==> config.mk <==
export PLATFORM = sky130hd
export DESIGN_NAME = ascii_bcd_counter
export DESIGN_NICKNAME = d
export VERILOG_FILES = /design/src/rtl/ascii_bcd_counter.sv
export SDC_FILE = /design/constraint.sdc
export NUM_CORES = 1
export LEC_CHECK = 0
export BUFFER_PORTS_ARGS = -buffer_cell sky130_fd_sc_hd__buf_2
export CORE_ASPECT_RATIO = 1.25
export CORE_MARGIN = 2
export CORE_UTILIZATION = 61
export DETAILED_ROUTE_END_ITERATION = 7
export GPL_ROUTABILITY_DRIVEN = 1
export PLACE_DENSITY = 0.86
export SLEW_MARGIN = 10
export SYNTH_ARGS = -nofsm -noshare
export SYNTH_HDL_FRONTEND = slang
export SYNTH_SLANG_ARGS = --single-unit
==> constraint.sdc <==
create_clock -name clk -period 4.4 [get_ports clk]
set_input_delay 0.22 -clock clk [delete_from_list [all_inputs] [get_ports clk]]
set_output_delay 0.22 -clock clk [all_outputs]
set_load 0.03 [all_outputs]
==> src/rtl/ascii_bcd_counter.sv <==
// ascii_bcd_counter: multi-digit decimal counter with ASCII digit outputs.
// A prescaler produces one count tick every TICK_DIV enabled clocks. Digits
// support clear, saturating parallel load and wrap detection for cascading.
// Optional feature macro: ASCII_BCD_COUNTER_DOWN_EN enables down counting
// through the 'up' input; without it the counter always counts up.
module ascii_bcd_counter #(
  parameter int DIGITS   = 2,
  parameter int TICK_DIV = 100000000
) (
  input  logic                  clk,
  input  logic                  reset_n,
  input  logic                  en,
  input  logic                  up,
  input  logic                  clear,
  input  logic                  load,
  input  logic [4*DIGITS-1:0]   load_bcd,
  output logic [4*DIGITS-1:0]   bcd_out,
  output logic [7*DIGITS-1:0]   ascii_out,
  output logic                  tick_out,
  output logic                  wrap
);

  localparam int PW = ($clog2(TICK_DIV) < 1) ? 1 : $clog2(TICK_DIV);
  localparam logic [PW-1:0] PMAX = PW'(TICK_DIV - 1);

  logic [PW-1:0]         r_presc;
  logic [4*DIGITS-1:0]   r_bcd;
  logic                  r_tick;
  logic                  r_wrap;

  logic                  w_tick;
  logic [4*DIGITS-1:0]   w_inc;
  logic                  w_inc_cy;
  logic [4*DIGITS-1:0]   w_next;
  logic                  w_next_wrap;
  logic [4*DIGITS-1:0]   w_load_sat;

  // Clamp an out-of-range BCD nibble to 9.
  function automatic logic [3:0] sat9(input logic [3:0] n);
    return (n > 4'd9) ? 4'd9 : n;
  endfunction

  assign w_tick = en && (r_presc == PMAX);

  // Saturate every load nibble independently.
  always_comb begin
    w_load_sat = '0;
    for (int i = 0; i < DIGITS; i++)
      w_load_sat[4*i +: 4] = sat9(load_bcd[4*i +: 4]);
  end

  // Ripple increment; the final carry means every digit was 9.
  always_comb begin
    w_inc    = r_bcd;
    w_inc_cy = 1'b1;
    for (int i = 0; i < DIGITS; i++) begin
      if (w_inc_cy) begin
        if (r_bcd[4*i +: 4] == 4'd9) begin
          w_inc[4*i +: 4] = 4'd0;
        end else begin
          w_inc[4*i +: 4] = r_bcd[4*i +: 4] + 4'd1;
          w_inc_cy        = 1'b0;
        end
      end
    end
  end

`ifdef ASCII_BCD_COUNTER_DOWN_EN
  logic [4*DIGITS-1:0]   w_dec;
  logic                  w_dec_bw;

  // Ripple decrement; the final borrow means every digit was 0.
  always_comb begin
    w_dec    = r_bcd;
    w_dec_bw = 1'b1;
    for (int i = 0; i < DIGITS; i++) begin
      if (w_dec_bw) begin
        if (r_bcd[4*i +: 4] == 4'd0) begin
          w_dec[4*i +: 4] = 4'd9;
        end else begin
          w_dec[4*i +: 4] = r_bcd[4*i +: 4] - 4'd1;
          w_dec_bw        = 1'b0;
        end
      end
    end
  end

  assign w_next      = up ? w_inc    : w_dec;
  assign w_next_wrap = up ? w_inc_cy : w_dec_bw;
`else
  // Direction input is kept on the port list but has no effect here.
  logic w_unused_up;
  assign w_unused_up = up;
  assign w_next      = w_inc;
  assign w_next_wrap = w_inc_cy;
`endif

  // Prescaler, digits and registered pulses: clear > load > tick > hold.
  always_ff @(posedge clk or negedge reset_n) begin
    if (!reset_n) begin
      r_presc <= '0;
      r_bcd   <= '0;
      r_tick  <= 1'b0;
      r_wrap  <= 1'b0;
    end else if (clear) begin
      r_presc <= '0;
      r_bcd   <= '0;
      r_tick  <= 1'b0;
      r_wrap  <= 1'b0;
    end else if (load) begin
      r_presc <= '0;
      r_bcd   <= w_load_sat;
      r_tick  <= 1'b0;
      r_wrap  <= 1'b0;
    end else if (w_tick) begin
      r_presc <= '0;
      r_bcd   <= w_next;
      r_tick  <= 1'b1;
      r_wrap  <= w_next_wrap;
    end else begin
      if (en)
        r_presc <= r_presc + PW'(1);
      r_tick  <= 1'b0;
      r_wrap  <= 1'b0;
    end
  end

  // ASCII decode: '0' is 7'h30, so each digit is {3'b011, bcd}.
  always_comb begin
    ascii_out = '0;
    for (int i = 0; i < DIGITS; i++)
      ascii_out[7*i +: 7] = {3'b011, r_bcd[4*i +: 4]};
  end

  assign bcd_out  = r_bcd;
  assign tick_out = r_tick;
  assign wrap     = r_wrap;

endmodule

# Word-level counts from Yosys, hierarchy flattened

Cells that the tools add are included.

Register bits after elaboration: 37
Latch bits: 0
RAM bits: 0
Bits in read-only memories: 0
Output and inout port bits: 24
Word-level logic and storage cells: 39
Memories: 0

$add $sub $neg: 3
Multiply operators: 0
Divide/modulo/power cells: 0
Order comparisons: 2
Equality and inequality tests: 3
Shift operators: 0
Mux-type cells: 21
Bitwise gates (word level): 0
Reduce and logical (&&, ||, !) cells: 5

Operators with widths:

| operator                                                         | number |
|---|---|
| 27-bit two-way mux                                               | 4 |
| 27-bit by 1-bit adder with 27-bit output (second input constant) | 1 |
| 27-bit == test (second input constant)                           | 1 |
| 8-bit two-way mux                                                | 3 |
| 4-bit two-way mux                                                | 5 |
| 1-bit two-way mux                                                | 9 |
| 4-bit by 1-bit adder with 4-bit output (second input constant)   | 2 |
| 4-bit == test (second input constant)                            | 2 |
| 4-bit greater-than comparator (second input constant)            | 2 |
| 3-bit nonzero test                                               | 2 |
| 4-bit nonzero test                                               | 1 |
| 2-bit AND reduction                                              | 1 |
| 1-bit logical AND                                                | 1 |

# Logic depth before layout (Yosys ltp)

Depth in word-level cells: 6
Gate-level depth with buffers: 6
Gate-level depth less buffers: 6

# Worst setup path before layout

OpenSTA, ideal clock, no wires.

Kind: reg-to-reg
From: register r_presc[0]
To: register r_presc[22]
Library setup time: 79 ps
Arrival: 2,022 ps
Required time: 4,321 ps
Path slack: 2,298 ps
Stages on the path, launching flop included: 7
Buffers on the path: 1
Clock period less this slack: 2,102 ps
Cell sequence: dfrtp_1 ha_1 nand3_2 or4_1 clkbuf_1 or4_1 a21oi_1

Word-level cells in the longest chain between the ends: 5
Elaborated cells between the ends (all ways): 8

Ends and longest elaborated chain:

| what                                                                              | RTL line | source |
|---|---|---|
| start: declaration                                                                | 26       | `logic [PW-1:0] r_presc;` |
| start signal: assignment                                                          | 122      | `r_presc <= r_presc + PW'(1);` |
| 27-bit by 1-bit adder with 27-bit output / 27-bit == test (equally long branches) | 122, 43  |  |
| 27-bit two-way mux / 1-bit logical AND (equally long branches)                    | 121, 43  |  |
| 27-bit two-way mux                                                                | 115      | `end else if (w_tick) begin` |
| 27-bit two-way mux                                                                | 110      | `end else if (load) begin` |
| 27-bit two-way mux                                                                | 105      | `end else if (clear) begin` |

Several ways; a longest one is shown, not always the timed one. The select of a mux whose other input is x is not followed.
A chain may end at the register's enable or synchronous reset.

# Worst setup path after layout

Ends and elaborated chain as after synthesis.

==> impl_results.rst <==
.. list-table::
   :header-rows: 1

   * - Metric
     - Value
   * - Status
     - complete, no violations
   * - Element type at the critical path end
     - register
   * - Footprint of the flip-flops and latches
     - 926 sq um
   * - Clock Skews
     - 4.83 ps
   * - Slew at the pin with the worst max-slew slack
     - 823 ps
   * - Area of the core region
     - 3750 sq um
   * - Max-cap violation count
     - 0
   * - Number of placed I/O pins
     - 38
   * - Maximum root-to-sink buffer count
     - 2
   * - Destination of the worst register-to-register timing path
     - r_presc[22]$_DFFE_PN0P_
   * - Starting Density
     - 0.626
   * - Power density of the placed cells
     - 278 nW/um^2
   * - Cell area after layout
     - 2520 sq um
   * - Core Util, Final
     - 0.672
   * - Post-Place Worst Slack
     - 2130 ps
   * - Leading cell types in the layout, fill and taps excluded
     - 37 x dfrtp_1, 30 x buf_2, 18 x nor2_1, 17 x nand2_1, 17 x a21oi_1
   * - Detailed-route wire length per cell
     - 16.0 um
   * - First-pass iteration count of the detailed router
     - 4
   * - Routed Wire Length
     - 5180 um
   * - Count of routing violations after the opening detailed-route iteration
     - 118
   * - Post-Synthesis Mean Instance Area
     - 8.87 sq um
   * - Number of input and output port buffers inserted
     - 30
   * - Final HPWL from detailed placement
     - 3650 um
   * - Share of final-layout standard cells stronger than drive strength 1
     - 0.170
   * - Cells after synthesis
     - 265
   * - Layout Area Growth over Synthesis
     - 7.29%
   * - Combined area of the multi-input logic cells
     - 1260 sq um
   * - Cell leakage power
     - 1.03 nW
   * - Synthesized cell area
     - 2350 sq um
   * - Final hold viol count
     - 0
   * - Post-synthesis sequential element count
     - 37
   * - Hold-fix buffer count after cts
     - 0
   * - CP Data Arrival Time
     - 2580 ps
   * - Cell area reported after detailed placement
     - 2420 sq um
   * - DIE WIDTH
     - 59.5 um
   * - Clk_lat worst skew
     - 290 ps
   * - Via count of the first global-routing pass
     - 1,984
   * - Worst path depth
     - 5
   * - Number of vias after detailed routing
     - 2,033
   * - Clock-pin transition on the worst setup and hold timing paths
     - 80 ps
   * - Antenna Cells
     - 0
   * - CTS Sinks
     - 37
   * - Number of buffer and inverter stages on the critical path
     - 0
   * - Crit path max-delay cell type
     - or4_1
   * - Max IR drop VDD
     - 0.171 mV
   * - Most common cell after layout, fill and taps aside
     - dfrtp_1
   * - Critical path capture point
     - r_presc[22]$_DFFE_PN0P_
   * - Netlist cell types
     - 47
   * - Post-CTS Repair Setup Buffers
     - 0
   * - Grt ovf
     - 0
   * - Dominant register cell in the synthesized netlist
     - dfrtp_1
   * - Area of the die
     - 4370 sq um
   * - TritonCTS clock tree
     - yes
   * - Worst reg-to-reg path cell count
     - 5
   * - Max Fclk
     - 0.424 GHz
   * - Relative slew margins
     - 0.451
   * - Critical path origin
     - r_presc[0]$_DFFE_PN0P_
   * - Number of nets in the layout
     - 301
   * - Count of yosys warnings during synthesis
     - 0
   * - CP delay by family, top
     - simple AND/OR/NAND/NOR gates
   * - Pin count of the biggest net entering global routing
     - 38
   * - Tmin final
     - 2360 ps
   * - Inserted Clock Buffers
     - 5
   * - Global-route wire length before repair
     - 8980 um
   * - Internal reg-to-reg setup slack
     - 2040 ps
   * - CP Launch Type
     - register
   * - Total negative setup slack
     - 0 ps
   * - Delay contributed by the slowest stage of the critical path
     - 720 ps
   * - DRC Markers
     - 0
   * - CP required
     - 4620 ps
   * - Most common cell type on the critical path
     - or4_1
   * - Final total power
     - 0.702 mW
   * - DRT antenna net count
     - 0
   * - Least setup slack across all paths after layout
     - 2040 ps
   * - GRT Overall Usage
     - 0.267
   * - Filler cell count in the final layout
     - 329
   * - Clock tree root buffer cell
     - clkbuf_8
   * - Routability-driven placement congestion ratio
     - 0.838
   * - # resized after CTS
     - 0
   * - Initial antenna violation count
     - 0
   * - Crit-path max FO
     - 10
   * - Via/cell ratio
     - 6.29
   * - Critical Setup Path Class
     - register to register
   * - EDFF count, synth
     - 0
   * - Unrepaired setup endpoints after global routing
     - no
   * - Sequence of cells on the critical path
     - ha_1 -> nand3_2 -> or4_1 -> or4_1 -> a21oi_1
   * - Count of H-tree levels built during CTS
     - 2
   * - Sequential-to-total area share from yosys stat
     - 0.394
   * - Part of the cycle the worst path needs
     - 0.536
   * - Setup Viol. Count Final
     - 0
   * - Chip height
     - 73.4 um
   * - Type of the tightest min-delay check
     - primary input to asynchronous set/reset pin
   * - Placement row count
     - 25
   * - Max-slew violation count
     - 0
   * - Reg-to-Reg Start
     - r_presc[0]$_DFFE_PN0P_
   * - Async set-reset flop share out of synthesis
     - 1.00
-- per-stage QoR --
stage,hold slack (ps),cells
floorplan,-75.6,269
global placement,356,315
detailed placement,363,315
CTS,44.0,323
global route,92.7,323
finish,17.6,323
-- metal layers --
layer	up-vias	routed length [um]	track usage
met5	-	0	0
met4	0	63	0.0963
met3	8	186	0.0458
met2	46	2710	0.470
met1	990	2230	0.322
li1	989	-	-
-- kinds of logic (layout without fill, tap and decap cells) --
logic type	Yosys count	count (layout)	share of synthesized area
AOI/OAI and AO/OA	51	51	0.134
xor gates and xnor gates	14	14	0.0522
adders and majority gates	5	5	0.0266
buffers and inverters	33	47	0.0777
DFF	37	37	0.394
muxes	5	5	0.0224
other	2	6	0.00319
and+or+nand+nor	118	118	0.290
-- power breakdown --
part	leakage [nW]	switching [mW]	total, mW	internal (mW)
clock network	0.0542	0.124	0.266	0.142
registers	0.512	0.00803	0.353	0.345
logic	0.465	0.0578	0.0835	0.0257
-- flip-flops by register name, indices dropped and copies added (netlist names) --
signal / cells
tick_out: 1
wrap: 1
r_presc: 27
bcd_out: 8
-- worst min path at each step --
stage | to | slack, ps | cells after the start
after floorplan | bcd_out[0]$_DFFE_PN0P_ | -80 | 0
final | r_presc[22]$_DFFE_PN0P_ | 20 | 1
after global placement | r_presc[21]$_DFFE_PN0P_ | 360 | 1
after detailed placement | r_presc[21]$_DFFE_PN0P_ | 360 | 1
after CTS | r_presc[9]$_DFFE_PN0P_ | 40 | 1
after global routing | r_presc[21]$_DFFE_PN0P_ | 90 | 1
-- final cells by class --
| cell class | instances | share of cell area |
|---|---|---|
| multi-input cells | 199 | 0.499 |
| flip-flops and latches | 37 | 0.367 |
| repair buffers | 31 | 0.0625 |
| clock buffers | 7 | 0.0382 |
| well taps | 40 | 0.0198 |
| inverters | 8 | 0.0119 |
| clock inverters | 1 | 0.00198 |
-- synth_stat cells (2+ instances only) --
master     n  area, sq um
a21oi_1   17         85.1
and3_1     2         12.5
and3b_1    3         26.3
and4_1     4         35.0
buf_2      2         10.0
buf_4     15          113
clkbuf_1   8         30.0
conb_1     2         7.51
dfrtp_1   37          926
ha_1       5         62.6
inv_1      8         30.0
mux2_2     2         22.5
mux2i_1    3         30.0
nand2_1   17         63.8
nand2b_1   3         18.8
nand3_1   10         50.1
nand4_1   11         68.8
nor2_1    18         67.6
nor2b_1    3         18.8
nor3_1     9         45.0
nor3b_1    4         30.0
nor4_1     5         31.3
nor4bb_1   2         20.0
o21ai_0   15         75.1
o31ai_1    6         45.0
or2_2      3         18.8
or3_1      8         50.1
or4_1     12         90.1
xnor2_1   10         87.6
xor2_1     4         35.0
Power figures use the tool's default switching activity.
